File: src/rtl/seg_display_arbiter_pkg.sv
// ============================================================================
// Module      : seg_pkg
// Description : Shared constants and state encoding for the 7-seg arbiter.
// Revision    : 1.0 - initial release
// ============================================================================
`default_nettype none

package seg_pkg;

   localparam int DIGIT_W = 16;
   localparam int HOLD_1S = 100_000_000;

   typedef enum logic [0:0] {
      ST_IDLE = 1'b0,
      ST_SHOW = 1'b1
   } state_t;

   function automatic logic [7:0] onehot8(input int idx);
      logic [7:0] v;
      v = '0;
      v[idx[2:0]] = 1'b1;
      return v;
   endfunction

endpackage

`default_nettype wire

File: src/rtl/seg_display_arbiter_rr_pick.sv
// ============================================================================
// Module      : rr_pick
// Description : Combinational round-robin picker, searching from last+1.
// Revision    : 1.0 - initial release
// ============================================================================
`default_nettype none

module rr_pick #(
   parameter int NREQ  = 4,
   parameter int SRC_W = 2
) (
   input  logic [NREQ-1:0]  req,
   input  logic [SRC_W-1:0] last,
   output logic [SRC_W-1:0] pick,
   output logic             any
);

   logic [NREQ-1:0] rot;
   int              ofs;

   function automatic logic [SRC_W-1:0] wrap(input int v);
      return SRC_W'(v % NREQ);
   endfunction

   // rot[0] is the candidate right after last; last itself lands at rot[NREQ-1]
   always_comb begin
      rot = '0;
      for (int k = 0; k < NREQ; k++) begin
         rot[k] = req[wrap(int'(last) + 1 + k)];
      end
      ofs = 0;
      for (int k = NREQ - 1; k >= 0; k--) begin
         if (rot[k]) ofs = k;
      end
      pick = wrap(int'(last) + 1 + ofs);
      any  = |req;
   end

endmodule

`default_nettype wire

File: src/rtl/seg_display_arbiter.sv
// ============================================================================
// Module      : seg_display_arbiter
// Description : Round-robin sharing of one 4-digit 7-seg display, min hold.
// Revision    : 1.0 - initial release
// ============================================================================
`default_nettype none

module seg_display_arbiter
   import seg_pkg::*;
#(
   parameter int NREQ        = 4,
   parameter int HOLD_CYCLES = HOLD_1S,
   parameter int CNT_W       = 27,
   parameter int SRC_W       = 2
) (
   input  logic                    clk,
   input  logic                    rst_n,
   input  logic [NREQ-1:0]         req,
   input  logic [DIGIT_W*NREQ-1:0] req_data,
   output logic [NREQ-1:0]         grant,
   output logic [DIGIT_W-1:0]      disp_x,
   output logic [SRC_W-1:0]        disp_src,
   output logic                    disp_valid,
   output logic                    switch_p
);

   localparam logic [CNT_W-1:0] RELOAD = CNT_W'(HOLD_CYCLES - 1);

   state_t               state, state_nx;
   logic [CNT_W-1:0]     timer, timer_nx;
   logic [NREQ-1:0]      grant_nx;
   logic [SRC_W-1:0]     src_nx;
   logic                 valid_nx;
   logic                 switch_nx;
   logic [DIGIT_W-1:0]   disp_nx;
   logic [SRC_W-1:0]     pick;
   logic                 any;
   logic                 owner_req;
   logic                 others;
   logic                 take;

   rr_pick #(
      .NREQ  (NREQ),
      .SRC_W (SRC_W)
   ) u_pick (
      .req  (req),
      .last (disp_src),
      .pick (pick),
      .any  (any)
   );

   assign owner_req = |(req & grant);
   assign others    = |(req & ~grant);

   always_comb begin
      state_nx  = state;
      timer_nx  = timer;
      grant_nx  = grant;
      src_nx    = disp_src;
      valid_nx  = disp_valid;
      switch_nx = 1'b0;
      disp_nx   = disp_x;
      take      = 1'b0;

      case (state)
         ST_IDLE: begin
            if (any) take = 1'b1;
         end
         ST_SHOW: begin
            // owner release wins over the hold timer
            if (!owner_req) begin
               if (any) begin
                  take = 1'b1;
               end else begin
                  state_nx = ST_IDLE;
                  grant_nx = '0;
                  valid_nx = 1'b0;
               end
            end else if (timer == '0) begin
               if (others) take = 1'b1;
               else        timer_nx = RELOAD;
            end else begin
               timer_nx = timer - 1'b1;
            end
         end
         default: begin
            state_nx = ST_IDLE;
         end
      endcase

      if (take) begin
         state_nx  = ST_SHOW;
         grant_nx  = NREQ'(onehot8(int'(pick)));
         src_nx    = pick;
         timer_nx  = RELOAD;
         valid_nx  = 1'b1;
         switch_nx = 1'b1;
      end

      // the last owner's value is kept on screen while idle
      if (state_nx == ST_SHOW || state == ST_SHOW) begin
         disp_nx = req_data[DIGIT_W*int'(src_nx) +: DIGIT_W];
      end
   end

   always_ff @(posedge clk or negedge rst_n) begin
      if (!rst_n) begin
         state      <= ST_IDLE;
         timer      <= '0;
         grant      <= '0;
         disp_x     <= '0;
         disp_src   <= '0;
         disp_valid <= 1'b0;
         switch_p   <= 1'b0;
      end else begin
         state      <= state_nx;
         timer      <= timer_nx;
         grant      <= grant_nx;
         disp_x     <= disp_nx;
         disp_src   <= src_nx;
         disp_valid <= valid_nx;
         switch_p   <= switch_nx;
      end
   end

endmodule

`default_nettype wire
File: config.mk
export PLATFORM = sky130hd
export DESIGN_NAME = seg_display_arbiter
export DESIGN_NICKNAME = d
export VERILOG_FILES = /design/src/rtl/seg_display_arbiter_pkg.sv /design/src/rtl/seg_display_arbiter_rr_pick.sv /design/src/rtl/seg_display_arbiter.sv
export SDC_FILE = /design/constraint.sdc
export NUM_CORES = 1
export LEC_CHECK = 0
export ABC_CLOCK_PERIOD_IN_PS = 5600
export CAP_MARGIN = 20
export CORE_MARGIN = 2
export CORE_UTILIZATION = 50
export DETAILED_ROUTE_END_ITERATION = 10
export PLACE_DENSITY = 0.87
export SLEW_MARGIN = 20
export SYNTH_ARGS = -nofsm -noshare
export SYNTH_HDL_FRONTEND = slang
export SYNTH_SLANG_ARGS = --single-unit
File: constraint.sdc
create_clock -name clk -period 5.6 [get_ports clk]
set_input_delay 1.12 -clock clk [delete_from_list [all_inputs] [get_ports clk]]
set_output_delay 1.12 -clock clk [all_outputs]
set_load 0.05 [all_outputs]
======== After elaboration in Yosys (flattened, before gate mapping) ========
Cells that the tools add are included.
Widths: inputs -> output; s select.
storage, ports and cells
  flip-flop bits (word level) ............. 52
  bits of input ports ..................... 70
  output and inout port bits .............. 24
  word-level logic and storage cells ...... 74
operators by class
  $add $sub $neg .......................... 6
  order comparisons ....................... 6
  eq/ne operators ......................... 3
  shift-type cells ........................ 1
  mux-type cells .......................... 37
  bitwise gates (word level) .............. 4
  reductions and logical operators ........ 10
operators by type and width
  cell                   number
  $mux 27                5
  $shiftx 64x7->16       1
  $logic_not 27->1       1
  $sub 27x1->27 const B  1
  $mux 1                 17
  $mux 4                 4
  $lt 2x3->1 const B     4
  $reduce_or 4->1        3
  $mux 2                 5
  $and 4x4->4            2
  $bmux 1 s2             4
  $reduce_and 3->1       2
  $add 2x1->2 const B    2
  $add 2x2->2 const B    2
  $lt 2x4->1 const B     1
  $ne 2x1->1 const B     2
  $not 4->4              1
  $reduce_bool 2->1      2
  $ne 3x3->1 const B     1
  $add 2x2->2            1
  $demux 1 s2            1
  $ge 2x1->1 const B     1
  $pmux 1 s2             1
  $logic_and 1x1->1      1
  2 further kinds        2

======== Depth between registers and ports, before layout ========
  depth in word-level cells ............... 14
  depth in mapped cells ................... 14
  depth with buffers taken out ............ 12

======== Hierarchy ========
From an unflattened synthesis, not the netlist that was laid out.
second synthesis, totals
  cell total of the unflattened synthesis .. 370
  area total of the unflattened synthesis .. 3280.6 µm²
by module, submodules not included
  module               instances  cells an instance  area an instance (µm²)  sequential area each (µm²)
  seg_display_arbiter  1          344                3080.5                  1301.2
  rr_pick              1          26                 200.2                   0.0

======== Worst setup path after synthesis ========
No wires, ideal clock.
  kind .................................... in2reg
  start ................................... in req[2]
  end ..................................... reg disp_x[10]
  library setup time ...................... 0.146 ns
  arrival time ............................ 3.377 ns
  required time ........................... 5.454 ns
  path slack .............................. 2.077 ns
  stages .................................. 14
  path buffers ............................ 3
  cells stage by stage .................... clkbuf_1 > nand2b_1 > o21ai_0 > a2bb2oi_1 > a21oi_1 > ha_1 > xnor2_1 > xnor2_1 > or3_1 > buf_4 > clkbuf_1 > and3_1 > a211oi_1 > a211oi_1
between the ends
  cells in the longest elaborated chain, start to end .. 9
  elaborated cells between the ends (all ways) .. 29
  those cells by class .................... add/sub: 1; shift: 1; mux: 21; bitwise: 2; reduce/logical: 4
ends and longest elaborated chain
  element                       RTL line                           RTL
  start, declared               seg_display_arbiter.sv:18          input logic [NREQ-1:0] req,
  $bmux 1 s2                    seg_display_arbiter_rr_pick.sv:29  rot[k] = req[wrap(int'(last) + 1 + k)];
  $mux 1 (not written as such)  seg_display_arbiter_rr_pick.sv:29
  $mux 2 (4 in a row)           seg_display_arbiter_rr_pick.sv:33  if (rot[k]) ofs = k;
  $add 2x2->2                   seg_display_arbiter_rr_pick.sv:35  pick = wrap(int'(last) + 1 + ofs);
  $mux 2                        seg_display_arbiter.sv:91          if (take) begin
  $shiftx 64x7->16              seg_display_arbiter.sv:102         disp_nx = req_data[DIGIT_W*int'(src_nx) +: DIGIT_W];
  end signal, assigned          seg_display_arbiter.sv:119         disp_x <= disp_nx;
  end, declared                 seg_display_arbiter.sv:21          output logic [DIGIT_W-1:0] disp_x,
Parallel ways exist; a longest one is shown, timed or not. The select of a mux whose other input is x is not followed.
A chain may end at the register's enable or synchronous reset.

======== Worst setup path after layout ========
  start ................................... in req[1]
  end ..................................... reg disp_x[2]
Same word-level chain as after synthesis.

==> results.md <==
- Status: finished clean
- Vias: a little under 3000
- Hold Buf Count CTS: 0
- Reg2Reg Depth: 8
- DRC violations left: 0
- Clk_skew: between 0.015 and 0.02 ns
- Yosys warnings: 0
- Hold worst-path end: timer[26]
- Netlist Area Pre-Place: between 3000 and 4000 µm²
- Hold path depth: 1
- Maximum vdd drop: around 0.38 mV
- Critical Path RT: about 5.8 ns
- Hold WS: 0.464 ns
- Tcrit/Tclk final: 0.749
- # IOs: 94
- H-tree Lvls: 2
- Kind of critical path: in2reg
- DR vias/cell: around 5.8
- Synth unique cells: 47
- Mean Syn Cell Area: roughly 9.1 µm²
- Hpwl dp: approximately 5900 µm
- Skew-Pair Late Insertion Delay: ~0.31 ns
- Pleak: ~1.6 nW
- Power per cell area: 558 nW/µm²
- CTS Sinks: 52
- Placed insts: between 400 and 500
- N_diodes: 0
- Reg2reg end: disp_x[2]
- Setup_tns: 0 ns
- Grt total ovfl: 0
- Worst-Margin Slew: between 0.7 and 0.8 ns
- Post-layout util: 0.699
- Max Cap Violations: 0
- Crit path max fanout: 32
- Sequential area share after synthesis: 0.419
- Most used DFF post-synth: dfrtp_1
- Top-area cell type share of the netlist area: 0.419
- CP Cell Sequence: clkdlybuf4s50_1 > inv_1 > o21ai_0 > a21oi_1 > nor3_1 > a21oi_1 > ha_1 > xnor2_1 > xnor2_1 > or3_1 > nand2_8 > mux2i_1 > a211oi_1
- Total wire length: about 7900 µm
- Worst reg2reg startpoint: timer[14]
- Largest net degree at the start of global routing: 53
- PortBufs: 93
- Die span in x: slightly above 80 µm
- Syn Inst Count: approximately 340
- First DRT Iteration DRCs: about 180
- Clock Tree Buf Depth: 2
- Synth async-reset ratio: 1.00
- Post_cts resized: 0
- Crit end category: register
- #FFs+latches synth: 52
- Slowest CP cell: clkdlybuf4s50_1
- Routability Congestion: ~0.87
- Die area: 6860 µm²
- TritonCTS clock tree: built
- Die H: just over 80 µm
- Met2 wire len: just under 4000 µm
- Hold path start: timer[26]
- M1 WL: ~3300 µm
- Clk slew on worst S/H paths: 0.09 ns
- Mapped Nets: ~420
- Top post-synthesis cells by area: dfrtp_1 (42%), a211oi_1 (5.8%), nor2_1 (5.8%), mux2i_1 (5.5%), and3_1 (3.6%)
- Cell row count: 28
- Yosys top cell by area: dfrtp_1
- Worst Path Arrival: 4.41 ns
- Postcts setup bufs: 0
- Met3 routed WL: ~600 µm
- Setup Viol. Count Final: 0
- Final min period: between 4 and 5 ns
- Core area: between 5000 and 6000 µm²
- Worst Setup SP: req[1]
- Vias in the first global route: 2996
- Detail Route Antenna Nets: 0
- Unrepaired setup endpoints after global routing: no
- Fmax: about 240 MHz
- CTS root buf: clkbuf_8
- Initial antenna violation count: 0
- Nets: roughly 500
- Hold Vio Cnt, Final: 0
- CP startpoint kind: input port
- Commonest cells post-synth: dfrtp_1 (52), nor2_1 (48), nand2_1 (29), a211oi_1 (24), o21ai_0 (19)
- Share of cells above drive strength 1: 0.0629
- Highest routed metal layer: met4
- Hold WC Path Type: reg2reg
- Syn-to-layout area delta: 34.1%
- Max stage delay on crit path: a little under 0.6 ns
- Post-synth EDFFs: 0
- Tot GR Track Use: 0.241
- WL per Instance: ~16 µm
- Slew headroom: 0.487
- Count leader, synth: dfrtp_1
- R2R setup slack: ~2.1 ns
- Effective utilization at floorplan: 0.522
- CTS buffer count: 5
- First-pass GRT wire length: about 14000 µm
- Slew Limit Fails: 0
- Non-Filler Instances: ~500
- Iteration count of the initial detailed-routing pass: 4
per-stage QoR:
| stage | worst slack (ns) | instance area [µm²] | total power [mW] |
|---|---|---|---|
| final | 1.40 | 4170 | 2.32 |
| after global routing | 1.03 | 4170 | 2.48 |
| after CTS | 1.40 | 4170 | 2.34 |
| after detailed placement | 1.08 | 4050 | 2.07 |
| after global placement | 1.23 | 4050 | 2.03 |
| after floorplan | 2.08 | 3110 | 1.74 |
area by class of cell:
cell class                 instances  area [µm²]
fill                             472        1790
multi-input combinational        264        1670
sequential                        52        1300
timing repair buffer              96         948
tap                               75        93.8
clock buffer                       5        68.8
clock inverter                     3        46.3
inverter                           9        33.8
worst max-delay path: cells and delay by family:
| family | cells | cell delay (ns) |
|---|---|---|
| compound gates | 4 | 0.60 |
| xor+xnor | 2 | 0.55 |
| fa+ha+maj | 1 | 0.20 |
| buf+inv | 2 | 0.71 |
| mux | 1 | 0.21 |
| simple gates | 3 | 1.01 |
state kept, by name (all words and copies together), names as in the netlist:
name,count
switch_p,1
disp_x,16
timer,27
state,1
disp_valid,1
grant,4
disp_src,2
how the worst max path moves through the flow:
stage,end,slack (ns)
global placement,disp_x[3],1.23
finish,disp_x[2],1.40
CTS,disp_x[8],1.40
global route,disp_x[8],1.03
floorplan,disp_x[10],2.08
detailed placement,disp_x[8],1.08
power by group:
part | switching (mW) | internal (mW)
Sequential | 0.0810 | 0.486
Combinational | 0.919 | 0.573
Clock | 0.130 | 0.135
Total | 1.13 | 1.19
layout by cell type (no fill, tap or decap), types with 8 or more instances in the layout:
master           instances
a211oi_1                24
a21oi_1                 16
and3_1                  18
clkdlybuf4s50_1         92
dfrtp_1                 52
inv_1                    9
mux2i_1                 17
nand2_1                 29
nor2_1                  48
nor3_1                  11
o21ai_0                 19
xnor2_1                  8
cell families (layout without fill, tap and decap cells):
family                   count (synthesis)  in the layout  synth area share
AO/OA/AOI/OAI                           90             90             0.210
XOR/XNOR                                11             11            0.0310
adder cells (fa/ha/maj)                  3              3            0.0121
buffers and inverters                   27            113            0.0427
flip-flops                              52             52             0.419
multiplexers                            17             17            0.0548
AND/OR/NAND/NOR                        143            143             0.230
per-layer routing:
metal / global-route usage / vias up
met5: 0 / -
met4: 0.0984 / 0
met3: 0.0686 / 20
met2: 0.398 / 109
met1: 0.296 / 1378
li1: - / 1417
Power figures use the tool's default switching activity.
